**config.mk**
```make
export PLATFORM = sky130hd
export DESIGN_NAME = ram_requester_flat
export DESIGN_NICKNAME = d
export VERILOG_FILES = /design/src/rtl/ram_pkg.sv /design/src/rtl/ram_if.sv /design/src/rtl/ram_requester.sv /design/src/flat_wrapper.sv
export SDC_FILE = /design/constraint.sdc
export NUM_CORES = 1
export LEC_CHECK = 0
export BUFFER_PORTS_ARGS = -buffer_cell sky130_fd_sc_hd__buf_2
export CAP_MARGIN = 25
export CORE_UTILIZATION = 51
export CTS_CLUSTER_DIAMETER = 120
export DETAILED_ROUTE_END_ITERATION = 8
export PLACE_DENSITY = 0.86
export SLEW_MARGIN = 20
export SYNTH_ARGS = -nofsm -noshare
export SYNTH_HDL_FRONTEND = slang
export SYNTH_SLANG_ARGS = --single-unit
```
**constraint.sdc**
```tcl
create_clock -name CLK -period 5.3 [get_ports CLK]
set_input_delay 1.06 -clock CLK [delete_from_list [all_inputs] [get_ports CLK]]
set_output_delay 1.06 -clock CLK [all_outputs]
set_load 0.05 [all_outputs]
```
**src/rtl/ram_pkg.sv**
```systemverilog
// ---------------------------------------------------------------------------
// ram_pkg
// Shared types for the latency-modelled RAM and its initiator-side requester.
//   ramstate_t : status reported by the RAM for the current request.
//   reqstate_t : state encoding of the ram_requester FSM.
// ---------------------------------------------------------------------------
package ram_pkg;

   typedef enum logic [1:0] {
      FREE   = 2'd0,
      BUSY   = 2'd1,
      ACCESS = 2'd2,
      ERROR  = 2'd3
   } ramstate_t;

   typedef enum logic [1:0] {
      IDLE    = 2'd0,
      REQ     = 2'd1,
      CAPTURE = 2'd2,
      RESP    = 2'd3
   } reqstate_t;

endpackage

```
**src/rtl/ram_if.sv**
```systemverilog
// ---------------------------------------------------------------------------
// ram_if
// Signal bundle between an initiator (cpu modport) and the RAM (ram modport).
//   ramaddr/ramREN/ramWEN/ramstore : request, driven by the initiator
//   ramload/ramstate               : load data and status, driven by the RAM
// ---------------------------------------------------------------------------
interface ram_if #(
   parameter int DATA_WIDTH = 32,
   parameter int ADDR_WIDTH = 10
);
   import ram_pkg::*;

   logic [ADDR_WIDTH-1:0] ramaddr;
   logic                  ramREN;
   logic                  ramWEN;
   logic [DATA_WIDTH-1:0] ramstore;
   logic [DATA_WIDTH-1:0] ramload;
   ramstate_t             ramstate;

   modport cpu (
      output ramaddr, ramREN, ramWEN, ramstore,
      input  ramload, ramstate
   );

   modport ram (
      input  ramaddr, ramREN, ramWEN, ramstore,
      output ramload, ramstate
   );

endinterface

```
**src/rtl/ram_requester.sv**
```systemverilog
// ---------------------------------------------------------------------------
// ram_requester
// Initiator-side controller for the latency-modelled RAM. Accepts one
// read/write request at a time, holds it stable on ram_if until the RAM
// reports ACCESS, then returns a single response. A saturating timeout
// counter turns a RAM that never completes into an error response.
//
// Ports
//   CLK, nRST            clock (rising edge), async active-low reset
//   ramif (cpu)          RAM request/response bundle
//   req_valid/req_ready  request handshake; req_wen, req_addr, req_wdata
//   rsp_valid/rsp_ready  response handshake; rsp_rdata, rsp_err
// ---------------------------------------------------------------------------
module ram_requester
   import ram_pkg::*;
#(
   parameter int DATA_WIDTH = 32,
   parameter int ADDR_WIDTH = 10,
   parameter int TIMEOUT    = 64
) (
   input  logic                  CLK,
   input  logic                  nRST,
   ram_if.cpu                    ramif,
   input  logic                  req_valid,
   output logic                  req_ready,
   input  logic                  req_wen,
   input  logic [ADDR_WIDTH-1:0] req_addr,
   input  logic [DATA_WIDTH-1:0] req_wdata,
   output logic                  rsp_valid,
   input  logic                  rsp_ready,
   output logic [DATA_WIDTH-1:0] rsp_rdata,
   output logic                  rsp_err
);

   localparam int            TW        = $clog2(TIMEOUT) + 1;
   localparam logic [TW-1:0] TCNT_LAST = TW'(TIMEOUT - 1);
   localparam logic [TW-1:0] TCNT_MAX  = {TW{1'b1}};

   reqstate_t             r_state;
   reqstate_t             w_state_next;
   logic                  r_wen;
   logic [ADDR_WIDTH-1:0] r_addr;
   logic [DATA_WIDTH-1:0] r_wdata;
   logic [DATA_WIDTH-1:0] r_rsp_rdata;
   logic                  r_rsp_err;
   logic [TW-1:0]         r_tcnt;

   logic                  w_access;
   logic                  w_fail;
   logic                  w_req_ready;
   logic                  w_rsp_valid;
   logic                  w_ren;
   logic                  w_wen;

   // ACCESS is tested first everywhere, so it wins over a same-cycle timeout
   assign w_access = (ramif.ramstate == ACCESS);
   assign w_fail   = (ramif.ramstate == ERROR) || (r_tcnt == TCNT_LAST);

   // State register
   always_ff @(posedge CLK or negedge nRST) begin
      if (!nRST) begin
         r_state <= IDLE;
      end else begin
         r_state <= w_state_next;
      end
   end

   // Next-state logic
   always_comb begin
      w_state_next = r_state;
      case (r_state)
         IDLE: begin
            if (req_valid) w_state_next = REQ;
            else           w_state_next = IDLE;
         end
         REQ: begin
            if (w_access)    w_state_next = CAPTURE;
            else if (w_fail) w_state_next = RESP;
            else             w_state_next = REQ;
         end
         CAPTURE: w_state_next = RESP;
         RESP: begin
            if (rsp_ready) w_state_next = IDLE;
            else           w_state_next = RESP;
         end
         default: w_state_next = IDLE;
      endcase
   end

   // Moore outputs decoded from the state register only
   always_comb begin
      w_req_ready = 1'b0;
      w_rsp_valid = 1'b0;
      w_ren       = 1'b0;
      w_wen       = 1'b0;
      case (r_state)
         IDLE:    w_req_ready = 1'b1;
         REQ: begin
            w_ren = ~r_wen;
            w_wen = r_wen;
         end
         CAPTURE: w_rsp_valid = 1'b0;
         RESP:    w_rsp_valid = 1'b1;
         default: w_req_ready = 1'b0;
      endcase
   end

   // Request latch, timeout counter and response registers
   always_ff @(posedge CLK or negedge nRST) begin
      if (!nRST) begin
         r_wen       <= 1'b0;
         r_addr      <= {ADDR_WIDTH{1'b0}};
         r_wdata     <= {DATA_WIDTH{1'b0}};
         r_tcnt      <= {TW{1'b0}};
         r_rsp_rdata <= {DATA_WIDTH{1'b0}};
         r_rsp_err   <= 1'b0;
      end else begin
         case (r_state)
            IDLE: begin
               if (req_valid) begin
                  r_wen   <= req_wen;
                  r_addr  <= req_addr;
                  r_wdata <= req_wdata;
                  r_tcnt  <= {TW{1'b0}};
               end
            end
            REQ: begin
               if (w_access) begin
                  r_tcnt <= r_tcnt;
               end else if (w_fail) begin
                  r_rsp_rdata <= {DATA_WIDTH{1'b0}};
                  r_rsp_err   <= 1'b1;
               end else if (r_tcnt != TCNT_MAX) begin
                  r_tcnt <= r_tcnt + {{(TW-1){1'b0}}, 1'b1};
               end
            end
            CAPTURE: begin
               // ramload was registered by the RAM on the edge closing ACCESS
               r_rsp_rdata <= r_wen ? {DATA_WIDTH{1'b0}} : ramif.ramload;
               r_rsp_err   <= 1'b0;
            end
            default: begin
               // RESP: response registers hold until the handshake completes
               r_rsp_err <= r_rsp_err;
            end
         endcase
      end
   end

   // Address and store data stay on the bus after the access so the RAM
   // never sees them change while a request is asserted
   assign ramif.ramaddr  = r_addr;
   assign ramif.ramstore = r_wdata;
   assign ramif.ramREN   = w_ren;
   assign ramif.ramWEN   = w_wen;

   assign req_ready = w_req_ready;
   assign rsp_valid = w_rsp_valid;
   assign rsp_rdata = r_rsp_rdata;
   assign rsp_err   = r_rsp_err;

endmodule

```
**src/flat_wrapper.sv**
```systemverilog
// flat-port wrapper written by rule: the top's interface ports become plain ports
module ram_requester_flat import ram_pkg::*;
#(
   parameter int DATA_WIDTH = 32,
   parameter int ADDR_WIDTH = 10,
   parameter int TIMEOUT    = 64
)
  (CLK, nRST, req_valid, req_ready, req_wen, req_addr, req_wdata, rsp_valid, rsp_ready, rsp_rdata, rsp_err, ramif_ramaddr, ramif_ramREN, ramif_ramWEN, ramif_ramstore, ramif_ramload, ramif_ramstate);
  ram_if #(.DATA_WIDTH(DATA_WIDTH), .ADDR_WIDTH(ADDR_WIDTH)) ramif_i ();
  input  logic CLK;
  input  logic nRST;
  input  logic req_valid;
  output logic req_ready;
  input  logic req_wen;
  input  logic [ADDR_WIDTH-1:0] req_addr;
  input  logic [DATA_WIDTH-1:0] req_wdata;
  output logic rsp_valid;
  input  logic rsp_ready;
  output logic [DATA_WIDTH-1:0] rsp_rdata;
  output logic rsp_err;
  output wire logic [$bits(ramif_i.ramaddr)-1:0] ramif_ramaddr;
  output wire logic [$bits(ramif_i.ramREN)-1:0] ramif_ramREN;
  output wire logic [$bits(ramif_i.ramWEN)-1:0] ramif_ramWEN;
  output wire logic [$bits(ramif_i.ramstore)-1:0] ramif_ramstore;
  input wire logic [$bits(ramif_i.ramload)-1:0] ramif_ramload;
  input wire logic [$bits(ramif_i.ramstate)-1:0] ramif_ramstate;
  assign ramif_ramaddr = ramif_i.ramaddr;
  assign ramif_ramREN = ramif_i.ramREN;
  assign ramif_ramWEN = ramif_i.ramWEN;
  assign ramif_ramstore = ramif_i.ramstore;
  assign ramif_i.ramload = ramif_ramload;
  assign ramif_i.ramstate = ramif_ramstate;
  ram_requester #(.DATA_WIDTH(DATA_WIDTH), .ADDR_WIDTH(ADDR_WIDTH), .TIMEOUT(TIMEOUT)) u_core (.CLK(CLK), .nRST(nRST), .ramif(ramif_i), .req_valid(req_valid), .req_ready(req_ready), .req_wen(req_wen), .req_addr(req_addr), .req_wdata(req_wdata), .rsp_valid(rsp_valid), .rsp_ready(rsp_ready), .rsp_rdata(rsp_rdata), .rsp_err(rsp_err));
endmodule
```
==> results of run 1 <==
==> per-stage QoR <==
| stage | worst slack (ps) | util | instances | hold slack (ps) |
|---|---|---|---|---|
| 5_1_grt | 2620 | 0.680 | 633 | 496 |
| 3_3_place_gp | 2620 | 0.645 | 616 | 453 |
| 6_report | 2710 | 0.680 | 633 | 476 |
| 2_1_floorplan | 2700 | - | 385 | 478 |
| 3_5_place_dp | 2560 | 0.645 | 616 | 457 |
| 4_1_cts | 2340 | 0.677 | 632 | 478 |
==> power breakdown <==
part           leakage (nW)  internal [mW]  switching, mW
clock network         0.100          0.267          0.215
logic                  1.39          0.376           1.26
registers              1.08          0.901          0.168
==> registers in the layout, indices dropped and copies added (netlist names) <==
signal                 count
u_core.rsp_err             1
u_core.ramif.ramstore     32
u_core.rsp_rdata          32
u_core.ramif.ramaddr      10
u_core.r_tcnt              7
u_core.r_wen               1
u_core.r_state             2
==> per-layer routing <==
layer  vias up  share of wire  track usage
met1      1419           0.45        0.272
met3         9          0.075       0.0510
met2       137           0.46        0.371
met5         -              0            0
met4         0          0.012       0.0818
li1       1532              -            -
==> cells by family (layout without fill, tap and decap cells) <==
logic type	Yosys count	in the layout	share of synthesized area
buffers and inverters	29	181	0.0426
AOI/OAI and AO/OA	46	46	0.0743
adders and majority gates	1	1	0.00349
and+or+nand+nor	220	220	0.275
muxes	4	4	0.0115
DFF	85	85	0.593
==> worst max-delay path, delay by kind of cell, from the launching register on <==
kind,cells,cell delay (ps)
flip-flops,1,500
AND/OR/NAND/NOR,2,420
buffers and inverters,1,270
==> final cells by class <==
cell class	count	area, um^2
Clock buffer	11	131
Fill cell	535	2170
Inverter	3	11.3
Tap cell	96	120
Timing Repair Buffer	162	832
Sequential cell	85	2130
Clock inverter	5	83.8
Multi-Input combinational cell	271	1320
==> Yosys cell counts, types with 3 or more instances <==
library cell | number | share of area
a21oi_1 | 33 | 0.046
and2_1 | 3 | 0.0052
buf_2 | 7 | 0.0098
buf_6 | 3 | 0.0094
clkbuf_1 | 11 | 0.012
dfrtp_1 | 85 | 0.59
inv_1 | 3 | 0.0031
mux2i_1 | 3 | 0.0084
nand2_1 | 135 | 0.14
nor2_1 | 39 | 0.041
nor3b_1 | 33 | 0.069
o21ai_0 | 4 | 0.0056
==> placed cells by master (no fill, tap or decap) <==
cell / instances
clkbuf_1: 2
inv_6: 1
inv_1: 3
and2_1: 3
ha_1: 1
nor3_1: 2
o21ai_0: 4
a21oi_4: 1
a21oi_1: 33
nand2b_1: 1
nor4_1: 1
nand3_1: 1
buf_2: 158
nor3b_1: 33
mux2_2: 1
a22o_1: 1
dfrtp_1: 85
nand2b_4: 1
bufinv_16: 2
buf_8: 1
clkinvlp_4: 2
a21o_2: 2
o2bb2ai_1: 1
mux2i_1: 3
a41oi_1: 1
o21a_1: 1
nor2_1: 39
nand3_2: 1
buf_6: 1
nor2_2: 1
a31oi_1: 1
clkbuf_8: 9
or4_4: 1
and3_1: 1
nand2_1: 135
buf_4: 2
a211oi_1: 1
==> worst min-delay path by stage <==
| stage | from | to | slack [ps] | cells after the start |
|---|---|---|---|---|
| 2_1_floorplan | u_core.r_tcnt[2] | u_core.r_tcnt[2] | 480 | 1 |
| 3_3_place_gp | u_core.ramif.ramstore[27] | u_core.ramif.ramstore[27] | 450 | 2 |
| 3_5_place_dp | u_core.ramif.ramstore[18] | u_core.ramif.ramstore[18] | 460 | 2 |
| 4_1_cts | u_core.ramif.ramstore[1] | u_core.ramif.ramstore[1] | 480 | 2 |
| 5_1_grt | u_core.ramif.ramstore[6] | u_core.ramif.ramstore[6] | 500 | 2 |
| 6_report | u_core.ramif.ramstore[1] | u_core.ramif.ramstore[1] | 480 | 2 |
==> key figures, run 1 <==
Finish
  • Final nets: 614
  • Area growth, synth to finish: 28.8%
  • Share of post-route cells with drive strength above 1: 0.343
  • Ant diodes: 0
  • Finished Cell Area: 0.00462 mm^2

STA
  • Pin slew with the least headroom to its limit: 809 ps
  • Post-route clock period utilization: 0.489
  • Fmax achieved: 386 MHz
  • Count of final setup violators: 0
  • Final Slew Violations: 0
  • Setup TNS: 0 ps
  • RSZ-0062 raised after global routing: no
  • Worst clock skew: 9.03 ps
  • Worst slew margin: 0.460
  • Final Hold Fails: 0
  • Post-layout min period: 2590 ps

Floorplanning
  • Core box area: 0.00679 mm^2
  • Die Area: 0.00737 mm^2
  • Initial Util: 0.528
  • Die width: 85.9 um
  • Die Ht: 85.9 um
  • I/O Pins: 160
  • Std-Cell Rows: 30

Yosys
  • Post-synth EDFFs: 0
  • Yosys cell types: 33
  • Register area share after synthesis: 0.593
  • Synthesized cell area: 0.00359 mm^2
  • Top_reg_cell synth: dfrtp_1
  • Yosys warns: 0
  • FF+latch count, synth: 85
  • Mapped Avg Cell Area: 9.32 um^2
  • Synth Instances: 385
  • Post-Syn Nets: 467
  • Post-synth ARST share: 1.00

Global route
  • First-pass GRT wire length: 12.6 mm
  • Grt total ovfl: 0
  • GR Util All Layers: 0.218
  • Largest net degree at the start of global routing: 86
  • Antenna violations before repair: 0
  • Vias in the first global route: 2,863

Setup path
  • WS Path Type: flop to output pin
  • Crit Path Max Fanout: 10
  • Arr. time, crit path: 1530 ps
  • CP max stage cell: dfrtp_1
  • CP endpoint: ramif_ramREN
  • Worst R2R Start: u_core.r_tcnt[0]
  • Setup slack, reg-to-reg: 3090 ps
  • CP endpoint kind: output pin
  • Critical-path cell list: nand2b_1, nor2_1, buf_2
  • Worst r2r dst: u_core.rsp_rdata[15]
  • CP Launch Type: flop
  • Worst setup path start: u_core.r_state[1]
  • Worst r2r path cells: 5
  • Critical path data required time: 4240 ps
  • CP max stage delay: 500 ps

Route
  • First-pass DRT Iterations: 4
  • Avg WL per Cell: 12.3 um
  • Antenna-violating nets left: 0
  • Detailed-route DRC error count: 0
  • Starting DRT DRC Count: 107
  • Vias per cell: 4.89
  • Routed WL: 7.78 mm
  • Via count: 3,097

Pwr
  • Peak VDD IR: 0.467 mV
  • P per Cell Area: 690 mW/mm^2
  • Pwr Total: 3.19 mW
  • Leak: 2.57 nW

Clocking
  • CTS sink cnt: 85
  • H-tree Lvls: 3
  • Clock root buffer: clkbuf_8
  • CTS Hold Bufs: 0
  • Post-CTS Setup Repair Bufs: 0
  • CTS Buffer Depth: 2
  • CTS buffer count: 9
  • Post_cts resized: 0
  • CTS tree: done
  • Clock slew at reported path FFs: 80 ps
  • Clk_lat worst skew: 340 ps

Min path
  • Hold Crit Class: flop to flop

Placement
  • PortBufs: 159
  • DPL Wire Length: 5.41 mm
  • Cell Area, Placed: 0.00438 mm^2
  • Routability cong.: 0.877

Outcome
  • Status: complete, no violations

Job
  • Max-cap viol count: 0
No activity file was read; power rests on OpenSTA's default activity.
==> run 2, diff against run 1 <==
- CORE_UTILIZATION: 51 -> 47
- PLACE_DENSITY: 0.86 -> 0.8
- clock period: 5.3 -> 2.55 ns (I/O delays scaled with it)
==> key figures, run 2 (synthesis results as in run 1) <==
Min path
  • Hold Crit Class: input pin to async pin

Finish
  • FILL cells: 617 (+15%)
  • Layout Cells excl Fill: 638 (+0.79%)
  • Final core occ: 0.631 (-0.0491)
  • Ant diodes: 0 (unchanged)
  • Multi-input logic area: 0.00131 mm^2 (-0.38%)
  • Storage element area: 0.00213 mm^2 (unchanged)
  • Share of post-route cells with drive strength above 1: 0.349 (+0.00615)
  • Commonest cells after routing, fill and taps aside: buf_2 (158), nand2_1 (135), dfrtp_1 (85)
  • Commonest non-fill, non-tap cell in the layout: buf_2
  • Finished Cell Area: 0.00463 mm^2 (+0.11%)
  • Final nets: 618 (+0.65%)
  • Area growth, synth to finish: 29.0%

Route
  • Starting DRT DRC Count: 105 (-1.9%)
  • Antenna-violating nets left: 0 (unchanged)
  • Avg WL per Cell: 12.1 um (-1.3%)
  • Routed WL: 7.74 mm (-0.57%)
  • Detailed-route DRC error count: 0 (unchanged)
  • Via count: 3,059 (-1.2%)
  • Vias per cell: 4.79 (-2.0%)
  • First-pass DRT Iterations: 4 (unchanged)

Clocking
  • CTS buffer count: 9 (unchanged)
  • Clock slew at reported path FFs: 70 ps (about the same)
  • CTS Hold Bufs: 0 (unchanged)
  • Post_cts resized: 0 (unchanged)
  • CTS tree: done
  • Clock root buffer: clkbuf_8
  • CTS sink cnt: 85 (unchanged)
  • H-tree Lvls: 3 (unchanged)
  • CTS Buffer Depth: 2 (unchanged)
  • Post-CTS Setup Repair Bufs: 0 (unchanged)
  • Clk_lat worst skew: 340 ps (about the same)

Setup path
  • Crit Path Max Fanout: 10 (unchanged)
  • Setup slack, reg-to-reg: 570 ps (-2520 ps)
  • Critical-path cell list: nand2b_1, nor2_1, buf_2
  • CP max stage delay: 480 ps (-20 ps)
  • CP endpoint kind: output pin
  • Critical path data required time: 2040 ps (-2200 ps)
  • Delay-heaviest family, CP: flip-flops
  • Bufs and invs on worst path: 1 (unchanged)
  • Arr. time, crit path: 1490 ps (-40 ps)
  • CP Launch Type: flop
  • WS Path Type: flop to output pin
  • CP max stage cell: dfrtp_1

STA
  • Count of final setup violators: 0 (unchanged)
  • Post-route clock period utilization: 0.786
  • Final Hold Fails: 0 (unchanged)
  • Fmax achieved: 499 MHz
  • RSZ-0062 raised after global routing: no
  • Final hold slack: 165 ps (-311 ps)
  • Worst clock skew: 9.20 ps (+0.173 ps)
  • Pin slew with the least headroom to its limit: 568 ps (-241 ps)
  • Worst slew margin: 0.622 (+0.162)
  • Final WS setup: 546 ps (-2160 ps)
  • Final Slew Violations: 0 (unchanged)
  • Post-layout min period: 2000 ps
  • Setup TNS: 0 ps (unchanged)

Placement
  • Dpl ws: 580 ps (-1980 ps)
  • Cell Area, Placed: 0.00445 mm^2 (+1.5%)
  • Dpl cells: 624 (+1.3%)
  • Routability cong.: 0.804 (-8.3%)
  • DPL Wire Length: 5.56 mm (+2.7%)
  • PortBufs: 159 (unchanged)

Global route
  • Grt met2 use: 0.348 (-0.0225)
  • GR Util All Layers: 0.197 (-0.0211)
  • First-pass GRT wire length: 11.8 mm (-6.0%)
  • Antenna violations before repair: 0 (unchanged)
  • Largest net degree at the start of global routing: 44 (-49%)
  • Global route hottest layer: met2
  • Met3 GRT Util: 0.0406 (-0.0104)
  • Grt total ovfl: 0 (unchanged)
  • Vias in the first global route: 2,719 (-5.0%)
  • Met1 Usage GRT: 0.233 (-0.0396)

Pwr
  • Peak VDD IR: 0.823 mV (+76%)
  • Leak: 2.58 nW (+0.39%)
  • P per Cell Area: 1400 mW/mm^2 (+100%)
  • Pwr Total: 6.49 mW (+100%)

Floorplanning
  • Core box area: 0.00733 mm^2 (+7.9%)
  • Initial Util: 0.489 (-0.0387)
  • Std-Cell Rows: 31 (+3.3%)
  • I/O Pins: 160 (unchanged)
  • Die Ht: 89.4 um (+4.1%)
  • Die width: 89.4 um (+4.1%)
  • Die Area: 0.00799 mm^2 (+8.3%)

Outcome
  • Status: complete, no violations

Job
  • Max-cap viol count: 0 (unchanged)
-- run 2: cell types whose count changed in the layout (fill, tap and decap cells not counted), sizes merged --
cell and change:
clkbuf -2, bufinv -1, buf +4, clkinvlp -2, clkinv +4, inv -1
-- run 2: metal layers --
layer,wire length (um),vias to the layer above
met5,0,-
met4,70,0
met3,512,5
met2,3730,117
met1,3430,1401
li1,-,1536
-- run 2: layout make-up --
class                           count  area share
Sequential cell                    85       0.460
Inverter                            3     0.00243
Clock inverter                      5      0.0116
Clock buffer                        9      0.0268
Multi-Input combinational cell    271       0.283
Timing Repair Buffer              166       0.189
Tap cell                           99      0.0268
-- run 2: power by group --
| group | internal, mW | switching, mW | leakage (nW) |
|---|---|---|---|
| logic | 0.795 | 2.63 | 1.40 |
| registers | 1.87 | 0.320 | 1.08 |
| clock network | 0.438 | 0.434 | 0.0947 |
| total | 3.11 | 3.39 | 2.58 |
-- run 2: final timing paths --
| path | startpoint | end | depth (start not counted) |
|---|---|---|---|
| max | u_core.r_state[1] | ramif_ramWEN | 3 |
| min | nRST | u_core.rsp_rdata[12] | 1 |
| max reg2reg | u_core.r_tcnt[0] | u_core.rsp_rdata[26] | 6 |
| min reg2reg | u_core.ramif.ramstore[16] | u_core.ramif.ramstore[16] | 2 |
| max in group asynchronous | nRST | u_core.r_tcnt[6] | 2 |
| min in group CLK | req_wdata[0] | u_core.ramif.ramstore[0] | 3 |
==> run 3, diff against run 2 <==
- clock period: 2.55 -> 2 ns (I/O delays scaled with it)
==> key figures, run 3 (synthesis results as in run 1) <==
Setup path
  • CP endpoint: ramif_ramREN
  • Crit Path Max Fanout: 10 (unchanged)
  • Arr. time, crit path: 1510 ps (+20 ps)
  • CP endpoint kind: output pin
  • Worst r2r path cells: 6 (unchanged)
  • WS Path Type: flop to output pin
  • Worst r2r dst: u_core.rsp_rdata[10]
  • Setup slack, reg-to-reg: 120 ps (-450 ps)
  • Worst setup path start: u_core.r_state[1]
  • CP Launch Type: flop
  • Critical path data required time: 1600 ps (-440 ps)
  • Worst R2R Start: u_core.r_tcnt[0]

Global route
  • Largest net degree at the start of global routing: 49 (+11%)
  • First-pass GRT wire length: 12.0 mm (+1.9%)
  • Antenna violations before repair: 0 (unchanged)
  • Vias in the first global route: 2,783 (+2.4%)
  • GR Util All Layers: 0.197 (about the same)
  • Grt total ovfl: 0 (unchanged)

Finish
  • Multi-input logic area: 0.00132 mm^2 (+0.38%)
  • Commonest cells after routing, fill and taps aside: buf_2 (157), nand2_1 (135), dfrtp_1 (85)
  • Final nets: 621 (+0.49%)
  • Share of post-route cells with drive strength above 1: 0.357 (+0.00782)
  • Storage element area: 0.00213 mm^2 (unchanged)
  • Layout Cells excl Fill: 643 (+0.78%)
  • Ant diodes: 0 (unchanged)
  • Commonest non-fill, non-tap cell in the layout: buf_2
  • Area growth, synth to finish: 30.0%
  • FILL cells: 608 (-1.5%)
  • Finished Cell Area: 0.00466 mm^2 (+0.81%)

STA
  • Final Slew Violations: 0 (unchanged)
  • Post-route clock period utilization: 0.954
  • Final Hold Fails: 0 (unchanged)
  • Worst clock skew: 11.4 ps (+2.19 ps)
  • Worst slew margin: 0.692 (+0.0709)
  • Fmax achieved: 524 MHz
  • Post-layout min period: 1910 ps
  • Count of final setup violators: 0 (unchanged)
  • Final hold slack: 242 ps (+77.1 ps)
  • Setup TNS: 0 ps (unchanged)
  • Pin slew with the least headroom to its limit: 461 ps (-106 ps)

Floorplanning
  • Std-Cell Rows: 31 (unchanged)
  • I/O Pins: 160 (unchanged)
  • Die Area: 0.00799 mm^2 (unchanged)
  • Die Ht: 89.4 um (unchanged)
  • Initial Util: 0.489 (unchanged)
  • Core box area: 0.00733 mm^2 (unchanged)
  • Die width: 89.4 um (unchanged)

Route
  • Starting DRT DRC Count: 100 (-4.8%)
  • Via count: 3,129 (+2.3%)
  • Vias per cell: 4.87 (+1.5%)
  • First-pass DRT Iterations: 4 (unchanged)
  • Antenna-violating nets left: 0 (unchanged)
  • Avg WL per Cell: 12.2 um (+0.58%)
  • Routed WL: 7.85 mm (+1.4%)
  • Detailed-route DRC error count: 0 (unchanged)

Clocking
  • Clk_lat worst skew: 340 ps (about the same)
  • CTS buffer count: 9 (unchanged)
  • Post-CTS Setup Repair Bufs: 0 (unchanged)
  • Clock root buffer: clkbuf_8
  • Clock slew at reported path FFs: 90 ps (+20 ps)
  • CTS sink cnt: 85 (unchanged)
  • H-tree Lvls: 3 (unchanged)
  • CTS Buffer Depth: 2 (unchanged)
  • CTS tree: done

Pwr
  • Pwr Total: 8.28 mW (+28%)
  • Register share of total power: 0.341 (+0.003)
  • P per Cell Area: 1780 mW/mm^2 (+27%)
  • Logic pwr share: 0.526 (-0.002)
  • Leak: 2.59 nW (+0.18%)
  • Net switching power: 4.38 mW (+29%)
  • Switching share of total power: 0.529 (+0.00688)
  • Internal power: 3.90 mW (+26%)
  • Clock network power share: 0.133 (about the same)
  • Peak VDD IR: 1.02 mV (+24%)

Placement
  • Dpl cells: 626 (+0.32%)
  • Routability cong.: 0.785 (-2.4%)
  • Cell Area, Placed: 0.00447 mm^2 (+0.39%)
  • PortBufs: 159 (unchanged)
  • DPL Wire Length: 5.65 mm (+1.6%)

Outcome
  • Status: complete, no violations

Min path
  • Hold Crit Class: input pin to flop

Job
  • Max-cap viol count: 0 (unchanged)
run 3: area by class of cell:
cell class / instances / share of cell area
repair buffers: 169 / 0.194
clock buffers: 10 / 0.0295
multi-input cells: 271 / 0.282
flip-flops and latches: 85 / 0.456
well taps: 99 / 0.0266
clock inverters: 6 / 0.00966
inverters: 3 / 0.00241
run 3: critical path, cell delays in order (launching register included):
cell	delay, ps
dfrtp_1	500
nand2b_2	280
nor2_1	140
clkbuf_4	250
run 3: what timing repair did:
action | in CTS | in global routing
hold buffers | 1 | 0
hold endpoints to repair | 28 | 0
resized for setup | 0 | 2
setup endpoints to repair | 0 | 1
run 3: how the worst min path moves through the flow:
stage                   from                        end  slack [ps]  cells past startpoint
5_1_grt            rsp_ready          u_core.r_state[0]         230                      2
3_5_place_dp            nRST       u_core.rsp_rdata[10]         350                      1
4_1_cts         req_wdata[7]   u_core.ramif.ramstore[7]         220                      3
6_report       req_wdata[12]  u_core.ramif.ramstore[12]         240                      3
2_1_floorplan           nRST          u_core.r_state[0]         100                      0
3_3_place_gp            nRST       u_core.rsp_rdata[12]         350                      1
run 3: routing by layer:
| layer | part of all wire | track usage | wire length (um) |
|---|---|---|---|
| met3 | 0.054 | 0.0379 | 427 |
| met4 | 0.012 | 0.0664 | 93 |
| met1 | 0.46 | 0.235 | 3570 |
| met5 | 0 | 0 | 0 |
| met2 | 0.48 | 0.357 | 3750 |
run 3: power groups by stage:
stage | clock (mW) | sequential [mW] | combinational (mW)
after floorplan | 0 | 4.79 | 1.41
after global placement | 0 | 2.83 | 4.30
after detailed placement | 0 | 2.85 | 4.38
after CTS | 1.14 | 2.83 | 4.38
after global routing | 1.21 | 2.91 | 4.67
final | 1.10 | 2.83 | 4.35
run 3: stage by stage:
stage	utilization	worst slack (ps)
after floorplan	-	63.1
after global placement	0.609	211
after detailed placement	0.609	133
after CTS	0.635	30.9
after global routing	0.636	-26.3
final	0.636	91.6
